[src/rtl/prio_encoder_7seg.sv]
// Debounced N-input priority encoder driving a single active-low 7-segment digit.
// Adds a hold (freeze) input and a one-cycle pulse whenever {valid,code} changes.
module prio_encoder_7seg #(
  parameter int unsigned N            = 8,
  parameter int unsigned DEB_CYCLES   = 4,
  parameter int unsigned MSB_PRIORITY = 1,
  localparam int unsigned W           = $clog2(N)
) (
  input  logic         clk,
  input  logic         rst_n,
  input  logic [N-1:0] in,
  input  logic         hold,
  output logic [W-1:0] code,
  output logic         valid,
  output logic         changed,
  output logic [6:0]   seg
);

  // A one-bit counter still exists when DEB_CYCLES is 1; it simply never counts.
  localparam int unsigned CW = (DEB_CYCLES > 1) ? $clog2(DEB_CYCLES) : 1;
  localparam logic [CW-1:0] CntMax = CW'(DEB_CYCLES - 1);
  localparam logic [6:0] SegDash = 7'b0111111;

  logic [N-1:0]         s1_q, s1_d;
  logic [N-1:0]         s2_q, s2_d;
  logic [N-1:0]         deb_q, deb_d;
  logic [N-1:0][CW-1:0] cnt_q, cnt_d;

  logic [W-1:0] enc_code;
  logic         enc_valid;
  logic [3:0]   glyph_idx;
  logic [6:0]   glyph;

  logic [W-1:0] code_q, code_d;
  logic         valid_q, valid_d;
  logic         changed_q, changed_d;
  logic [6:0]   seg_q, seg_d;

  // Synchroniser and debouncer next state
  always_comb begin
    s1_d  = in;
    s2_d  = s1_q;
    deb_d = deb_q;
    cnt_d = cnt_q;
    for (int i = 0; i < int'(N); i++) begin
      if (s2_q[i] == deb_q[i]) begin
        cnt_d[i] = '0;
      end else if (cnt_q[i] == CntMax) begin
        deb_d[i] = s2_q[i];
        cnt_d[i] = '0;
      end else begin
        cnt_d[i] = cnt_q[i] + CW'(1);
      end
    end
  end

  // The last matching index in scan order wins, so scan direction sets priority.
  always_comb begin
    enc_code  = '0;
    enc_valid = |deb_q;
    for (int i = 0; i < int'(N); i++) begin
      if (MSB_PRIORITY != 0) begin
        if (deb_q[i]) enc_code = W'(i);
      end else begin
        if (deb_q[int'(N) - 1 - i]) enc_code = W'(int'(N) - 1 - i);
      end
    end
  end

  always_comb begin
    glyph_idx = 4'(enc_code);
    glyph     = SegDash;
    if (enc_valid) begin
      unique case (glyph_idx)
        4'h0: glyph = 7'b1000000;
        4'h1: glyph = 7'b1111001;
        4'h2: glyph = 7'b0100100;
        4'h3: glyph = 7'b0110000;
        4'h4: glyph = 7'b0011001;
        4'h5: glyph = 7'b0010010;
        4'h6: glyph = 7'b0000010;
        4'h7: glyph = 7'b1111000;
        4'h8: glyph = 7'b0000000;
        4'h9: glyph = 7'b0010000;
        4'hA: glyph = 7'b0001000;
        4'hB: glyph = 7'b0000011;
        4'hC: glyph = 7'b1000110;
        4'hD: glyph = 7'b0100001;
        4'hE: glyph = 7'b0000110;
        4'hF: glyph = 7'b0001110;
        default: glyph = SegDash;
      endcase
    end
  end

  always_comb begin
    code_d    = code_q;
    valid_d   = valid_q;
    seg_d     = seg_q;
    changed_d = 1'b0;
    if (!hold) begin
      code_d    = enc_code;
      valid_d   = enc_valid;
      seg_d     = glyph;
      changed_d = ({enc_valid, enc_code} != {valid_q, code_q});
    end
  end

  always_ff @(posedge clk or negedge rst_n) begin
    if (!rst_n) begin
      s1_q      <= '0;
      s2_q      <= '0;
      deb_q     <= '0;
      cnt_q     <= '0;
      code_q    <= '0;
      valid_q   <= 1'b0;
      changed_q <= 1'b0;
      seg_q     <= SegDash;
    end else begin
      s1_q      <= s1_d;
      s2_q      <= s2_d;
      deb_q     <= deb_d;
      cnt_q     <= cnt_d;
      code_q    <= code_d;
      valid_q   <= valid_d;
      changed_q <= changed_d;
      seg_q     <= seg_d;
    end
  end

  assign code    = code_q;
  assign valid   = valid_q;
  assign changed = changed_q;
  assign seg     = seg_q;

endmodule

[config.mk]
export PLATFORM = sky130hd
export DESIGN_NAME = prio_encoder_7seg
export DESIGN_NICKNAME = d
export VERILOG_FILES = /design/src/rtl/prio_encoder_7seg.sv
export SDC_FILE = /design/constraint.sdc
export NUM_CORES = 1
export LEC_CHECK = 0
export BUFFER_PORTS_ARGS = -buffer_cell sky130_fd_sc_hd__buf_2
export CORE_MARGIN = 10
export CORE_UTILIZATION = 40
export CTS_CLUSTER_SIZE = 30
export DETAILED_ROUTE_END_ITERATION = 10
export GPL_TIMING_DRIVEN = 0
export SYNTH_ARGS = -nofsm -noshare
export SYNTH_HDL_FRONTEND = slang
export SYNTH_SLANG_ARGS = --single-unit
[constraint.sdc]
create_clock -name clk -period 2.2 [get_ports clk]
set_clock_uncertainty 0.2 [all_clocks]
set_input_delay 0.44 -clock clk [delete_from_list [all_inputs] [get_ports clk]]
set_output_delay 0.44 -clock clk [all_outputs]
set_load 0.02 [all_outputs]
==> run summary, run 1 <==
The total overflow reported by the global router came out at 0. The critical path starts at deb_q[4]. In this run the remaining antenna-violating nets after routing total 0.

The number of buffers and inverters on the critical path came out at 1. The cell at the root of the clock tree is sky130_fd_sc_hd__clkbuf_8. Routability-driven placement finished with a final weighted congestion of 0.7334. TritonCTS built the clock tree. The post-synth net total is 168, and the count of input and output buffers is 21. The startpoint of the worst hold path is in[1].

The largest single stage delay on the critical path is 470 ps. The run gives 2042 µm² as the combined area of all synthesized cells. The final critical-path share of the clock period works out to 91.11%. Before antenna repair, the detailed router went through 4 iterations. The global-route wire length before repair came out at 5416 µm. The number of clock buffers added by TritonCTS is 5.

The tools report the headroom to the max-slew limit as 27.10%. The run gives 1211 as the number of global-route vias before repair. The die covers 8363 µm². The H-tree was split into 2 levels.

Among cell families on the critical path, the largest total delay comes from compound AO/OA/AOI/OAI gates. Synthesis instantiated 30 different standard cells from the library. The tools report the final setup violation count as 0.

Relative to the synthesized area, the layout overhead comes to 15.07%. The core region area was 4848 µm²; the initial antenna violation count was 0. For this run, the post-layout net count is 198.

The flow ran to the end, and the final reports show no timing, DRC or antenna violations. For the total wire length, the log shows 3162 µm. The signal on the critical path passes through o21bai_1 > a21oi_2 > inv_1 > ha_1 > o21ai_0 > mux2_2. The share of final-layout standard cells stronger than drive strength 1 is 31.25%, and the sequential area share after synthesis is 64.09%. The required time at the endpoint of the critical path is 2230 ps. After detailed routing, the average wire length per cell comes to 13.01 µm. Among all stages on the critical path, the largest delay is contributed by sky130_fd_sc_hd__dfrtp_1. The run gives 0.0004967 V as the worst voltage drop across the vdd grid. Ranked by instance count, the synthesized netlist is headed by 46 x sky130_fd_sc_hd__dfrtp_1, 12 x sky130_fd_sc_hd__ha_1, 12 x sky130_fd_sc_hd__mux2_2.

The number of DRC violations after detailed routing is 0, and the share of synthesized registers carrying an async set or reset is 100.0%. For the worst-skew pair, the clock arrives at the later sink with an insertion delay of 290 ps. Vias after detailed routing: 1143. The logs give 0 for the count of maximum capacitance violations and 2 for the maximum count of clock buffers along a single path. By area the synthesized netlist is led by sky130_fd_sc_hd__dfrtp_1 56%, sky130_fd_sc_hd__dfstp_2 7.7%, sky130_fd_sc_hd__ha_1 7.4%. Fraction of post-synthesis cell area in the top cell type by area: 56.37%. 23 I/O pins were placed. For the final routed database, the setup TNS stands at 0 ps. The startpoint-to-endpoint class of the critical path was reg -> reg. The post-synthesis area per instance works out to 14.08 µm². For the finished layout cell area, the log shows 2350 µm². After detailed routing, the number of vias per cell comes to 4.704. The data arrival time of the critical path is 2030 ps, and the sum of routed wire segments on met1 is 1380 µm. After clock tree synthesis, the clock-pin slew on the worst setup and hold paths is 80 ps. The share of total power dissipated in the clock network is 16.8%. Yosys mapped a number of flops with a built-in enable equal to 0.

Measured along the x axis, the die boundary spans 91.45 µm. Of all cell types, the one taking the most synthesized area is sky130_fd_sc_hd__dfrtp_1. Yosys printed 0 warnings. Of the total power, combinational logic draws 36.9%. Power density over the cells: 1420 nW/µm². The top flip-flop cell by instance count after synthesis is sky130_fd_sc_hd__dfrtp_1. After filler insertion, the fill cell instance count of the layout stands at 444. The number of synthesized register bits came out at 52. Endpoint kind of the worst setup timing path: a flop. The die boundary height is 91.45 µm, and the total net switching power is 1.153 mW. The tools report the initial cell density of the core as 42.12%. sky130_fd_sc_hd__dfrtp_1 is the most common cell in the netlist.

The detailed router used layers up to and including met4. After floorplanning, the core was divided into 25 placement rows. In this run, the number of DRC markers left after iteration 0 of detailed routing was 67. At the pin with the least slew margin, the transition time is 1093 ps.

CTS saw 52 sinks. Type of origin of the critical path: a flop. In this run switching power makes up 34.54% of total power. The min-delay analysis places its worst path in the category in -> reg.

Wire segments on met2 add up to 1579 µm in the final route. After detailed routing, the met3 layer carries 181 µm of wire. Internal power comes to 2.184 mW. Setup repair after global routing left no endpoint under its margin. Entering global routing, the biggest net connects 53 pins. The routed design could run at a clock period as short as 2004 ps. The tools report the final max-slew violation count as 0. The logs give 0 for the count of final hold-check violations and 498.9 MHz for the highest clock frequency the design can meet. The share of total power dissipated in sequential elements is 46.3%. Across every metal layer, demand over resource in global routing totals 7.864%. Reg-to-reg critical path startpoint: deb_q[4]. The logs give 2231 µm² for the placement-stage cell area and 1.051 nW for the leakage power figure. Detailed placement ended at an HPWL of 2397 µm. 0 antenna diodes ended up in the layout.

Synthesis produced 145 cells. In this run the worst path has a maximum fanout of 6.
## metal layers
layer | global-route usage (%) | up-vias
li1 | - | 559
met1 | 8.292 | 562
met2 | 13.51 | 20
met3 | 3.374 | 2
met4 | 3.133 | 0
met5 | 0 | -
## per-stage QoR
stage	utilization (%)	hold WS [ps]	power, mW	worst slack (ps)	std cells
global route	48.46	32.48	3.607	79.35	243
global placement	46.01	132.0	2.669	60.02	233
CTS	48.15	36.54	3.351	88.16	241
floorplan	-	-55.59	2.421	247.7	145
detailed placement	46.01	134.7	2.772	-38.46	233
finish	48.46	52.26	3.337	195.6	243
## power by group through the flow
stage          Clock [mW]  Sequential (mW)  Combinational [mW]
2_1_floorplan           0             1.63               0.787
3_5_place_dp            0             1.57                1.20
6_report            0.559             1.55                1.23
3_3_place_gp            0             1.54                1.13
5_1_grt             0.618             1.59                1.40
4_1_cts             0.583             1.55                1.21
## path summary, 6_finish.rpt
| path | slack (ps) | cells after the start | to |
|---|---|---|---|
| setup / recovery | 200 | 6 | seg[1] |
| hold / removal | 50 | 1 | s1_q[1] |
| setup reg to reg | 200 | 6 | seg[1] |
| hold reg to reg | 150 | 0 | s2_q[2] |
| max in group asynchronous | 980 | 1 | s2_q[5] |
| min in group asynchronous | 150 | 1 | deb_q[3] |
## placed cells by master, fill, tap and decap left out, drive strengths merged
| cell type | instances |
|---|---|
| a21o | 1 |
| a21oi | 1 |
| a221oi | 1 |
| a22oi | 1 |
| a31oi | 1 |
| buf | 24 |
| clkbuf | 10 |
| dfrtp | 46 |
| dfstp | 6 |
| ha | 12 |
| inv | 2 |
| mux2 | 13 |
| nand2 | 7 |
| nand2b | 1 |
| nand3 | 1 |
| nor2 | 4 |
| nor2b | 10 |
| nor3 | 8 |
| nor4 | 2 |
| o21ai | 8 |
| o21bai | 1 |
| o22ai | 2 |
| o31ai | 2 |
| or4 | 1 |
| xnor2 | 11 |
## sequential cells by signal (all words and copies together), names as in the netlist
name     count
s2_q         8
deb_q        8
changed      1
code         3
seg          7
cnt_q       16
valid        1
s1_q         8
## cell families after synthesis
family,synth area share (%)
AND/OR/NAND/NOR,9.743
buffers and inverters,0.9804
adder cells (fa/ha/maj),7.353
XOR/XNOR,4.718
multiplexers,7.169
AO/OA/AOI/OAI,5.943
flip-flops,64.09
## final cells by class
| cell class | count | area, µm² | share of cell area [%] |
|---|---|---|---|
| tap | 67 | 83.83 | 3.568 |
| multi-input combinational | 88 | 716.9 | 30.51 |
| buffer | 3 | 12.51 | 0.5325 |
| timing repair buffer | 23 | 120.1 | 5.112 |
| inverter | 2 | 7.507 | 0.3195 |
| clock buffer | 8 | 100.1 | 4.260 |
| sequential | 52 | 1309 | 55.70 |
## timing repair
item                                    4_1_cts  5_1_grt
resized for setup                             1        0
endpoints found under the hold margin         0        0
setup buffers                                 0        2
endpoints found under the setup margin        1        1
hold buffers                                  0        0
pin swaps                                     0        1
Note: power is estimated with default switching activity, not from simulation.
==> run 2, diff against run 1 <==
--- a/config.mk
+++ b/config.mk
@@ -6,6 +6,7 @@
 export NUM_CORES = 1
 export LEC_CHECK = 0
 export BUFFER_PORTS_ARGS = -buffer_cell sky130_fd_sc_hd__buf_2
+export CAP_MARGIN = 20
 export CORE_MARGIN = 10
 export CORE_UTILIZATION = 40
 export CTS_CLUSTER_SIZE = 30
==> constraint.sdc (replaced) <==
create_clock -name clk -period 2.2 [get_ports clk]
set_clock_uncertainty 0.2 [all_clocks]
set_input_delay 0.22 -clock clk [delete_from_list [all_inputs] [get_ports clk]]
set_output_delay 0.22 -clock clk [all_outputs]
set_load 0.02 [all_outputs]
==> run 2 against run 1 <==
- routed wire length increased by 1.5%
- total power is 0.51% higher
- first-iteration DRC count fell by 31%
- setup slack worse by 0.69 ps
- highest routed layer unchanged
- flip-flop and latch count unchanged
- combinational power barely moved
- utilization up 2.3 points
- critical endpoint unchanged
==> run summary, run 2 (synthesized netlist as in run 1, its figures left out) <==
The most frequent standard cell in the layout excluding fill and tap cells is sky130_fd_sc_hd__dfrtp_1. The required time at the endpoint of the critical path was 2230 ps (about the same); the leakage power figure was 1.098 nW (+4.5%). The largest individual stage delay along the critical path comes from the cell sky130_fd_sc_hd__dfrtp_1. The post-route total power came out at 3.354 mW (+0.51%). The startpoint identified for the worst hold timing path is s1_q[2]. The worst min-delay path category was reg -> reg.

The actual transition at the worst max-transition pin is 565.0 ps (-528.5 ps). The insertion delay of the later-clocked pin in the worst-skew pair was 290 ps (about the same); the slack of the critical path was 194.9 ps (-0.6910 ps). TritonCTS built the clock tree. The final critical-path share of the clock period was 91.14% (about the same); the average detailed-routed wire length per instance was 12.69 µm (-2.5%). The tools report the vias after detailed routing as 1172 (+2.5%).

The critical path in this run is classified as reg -> reg. The count of routing violations after the opening detailed-route iteration was 46 (-31%). The global-route met1 utilization was 8.297% (about the same).

The type of origin of the critical path is a flop. The die boundary height is 91.45 µm (unchanged), and the combined global-route utilization of all metal layers is 7.899% (+0.035 points). The clock-pin transition on the worst setup and hold timing paths is 80 ps (about the same), and the placer congestion estimate is 0.7334 (unchanged).

The data arrival time of the critical path is 2030 ps (about the same). Compared with the post-synthesis result, the final layout area differs by 20.47%. The number of buffers and inverters on the critical path works out to 1 (unchanged). The count of final hold-check violations is 0 (unchanged).

The cell sitting at the root of the clock tree is a sky130_fd_sc_hd__clkbuf_8. The count of maximum capacitance violations is 0 (unchanged), and the maximum count of clock buffers along a single path is 2 (unchanged). The worst hold margin was 149.4 ps (+97.16 ps).

The initial cell density of the core was 42.12% (unchanged). The logs give 53 (unchanged) for the pin count of the biggest net entering global routing and 4 (unchanged) for the first-pass iteration count of the detailed router. The count of input and output buffers was 21 (unchanged); the global-route wire length before repair was 5457 µm (+0.76%). STA classifies the critical path endpoint as a flop. Setup repair after global routing left no endpoint under its margin. The tools report the clock buffer count from CTS as 5 (unchanged). The run gives 3211 µm (+1.5%) as the total wire length. The run gives 0 (unchanged) as the initial antenna violation count. The final setup violation count was 0 (unchanged); the antenna cell count was 0 (unchanged). The shortest clock period the worst path allows after layout was 2005 ps (+0.6910 ps). The run finished with clean final reports. The number of instances in the placed design came out at 233 (unchanged). Walking the worst path, the cells encountered are o21bai_1 > a21oi_2 > inv_1 > ha_1 > o21ai_0 > mux2_2.

The number of vias per cell is 4.632 (-1.5%), and the total clock sinks is 52 (unchanged). The run gives 208 (+5.1%) as the net count of the finished layout. The run gives 4848 µm² (unchanged) as the core region area. For the setup slack after placement, the log shows -38.46 ps (unchanged). The floorplan row count was 25 (unchanged); the number of standard cells in the final layout excluding fillers was 253 (+4.1%). The startpoint identified for the worst register-to-register timing path is deb_q[4].

The number of primary I/O pins was 23 (unchanged). The final max-slew violation count is 0 (unchanged). The number of DRC violations after detailed routing came out at 0 (unchanged). The power density over the cells is 1363 nW/µm² (-4.0%), and the global-route met3 utilization is 3.457% (+0.082 points).

The library cells used most frequently in the layout, excluding fill and tap cells, are 46 x sky130_fd_sc_hd__dfrtp_1, 22 x sky130_fd_sc_hd__buf_2, 12 x sky130_fd_sc_hd__mux2_2, 12 x sky130_fd_sc_hd__ha_1, 11 x sky130_fd_sc_hd__xnor2_1. For the worst voltage drop across the vdd grid, the log shows 0.0005028 V (+1.2%). Flip-flop count of the largest register after layout: 16 (unchanged).

For the headroom to the max-slew limit, the log shows 62.02% (+35 points). On the critical path the largest part of the delay comes from compound AO/OA/AOI/OAI gates. The largest register by flop count was cnt_q.

The number of global-route vias before repair came out at 1219 (+0.66%). The detailed-placement wirelength estimate came out at 2397 µm (unchanged). The remaining number of nets flagged by the antenna check after routing is 0 (unchanged). The largest stage delay on the critical path is 470 ps (about the same), and the share of final-layout standard cells stronger than drive strength 1 is 30.11% (-1.1 points).

The number of levels in the clock H-tree was 2 (unchanged); the die footprint was 8363 µm² (unchanged). The met2 layer usage reported by global route was 13.57% (+0.059 points). met2 is the most crowded layer.

Tracing the worst setup path back leads to its startpoint at deb_q[4]. The biggest fanout along the worst timing path is 6 (unchanged), and the total overflow reported by the global router is 0 (unchanged). The overall die width was 91.45 µm (unchanged); the highest clock frequency the design can meet was 498.7 MHz (about the same).
==> run 2: changes by cell type in the layout (fill, tap and decap cells not counted), sizes merged <==
cell,delta
buf,+1
dlygate4sd3,+9
==> run 2: report_power, final <==
part / total [mW] / internal [mW] / switching, mW
sequential: 1.55 / 1.29 / 0.254
combinational: 1.25 / 0.619 / 0.629
clock: 0.559 / 0.287 / 0.272
total: 3.35 / 2.20 / 1.16
==> run 2: per-layer routing <==
metal,up-vias,routed length [µm]
li1,579,-
met1,571,1413
met2,20,1584
met3,2,191
met4,0,21
met5,-,0
==> run 2: per-stage QoR <==
step                      utilization [%]  TNS (ps)  instance area [µm²]
after floorplan                         -         0                 2042
after global placement              46.01         0                 2231
after detailed placement            46.01    -38.46                 2231
after CTS                           50.01         0                 2425
after global routing                50.74         0                 2460
final                               50.74         0                 2460
==> run 2: layout make-up <==
| type | instances | area, µm² |
|---|---|---|
| sequential | 52 | 1309 |
| multi-input combinational | 88 | 716.9 |
| timing repair buffer | 33 | 230.2 |
| inverter | 2 | 7.507 |
| tap | 67 | 83.83 |
| fill | 431 | 2389 |
| clock buffer | 8 | 100.1 |
| buffer | 3 | 12.51 |
==> run 2: path summary, 6_finish.rpt <==
path,to,slack [ps],cells after the start
min in group asynchronous,deb_q[3],210,2
max in group asynchronous,s2_q[5],1070,3
setup / recovery,seg[1],190,6
hold reg to reg,s2_q[2],150,0
setup reg to reg,seg[1],190,6
hold / removal,s2_q[2],150,0
==> run 2: repair_timing <==
item | 4_1_cts | 5_1_grt
gates resized for setup | 1 | 0
pin swaps | 0 | 1
buffers inserted | 0 | 2
hold buffers | 9 | 0
endpoints found under the setup margin | 1 | 1
endpoints found under the hold margin | 54 | 0
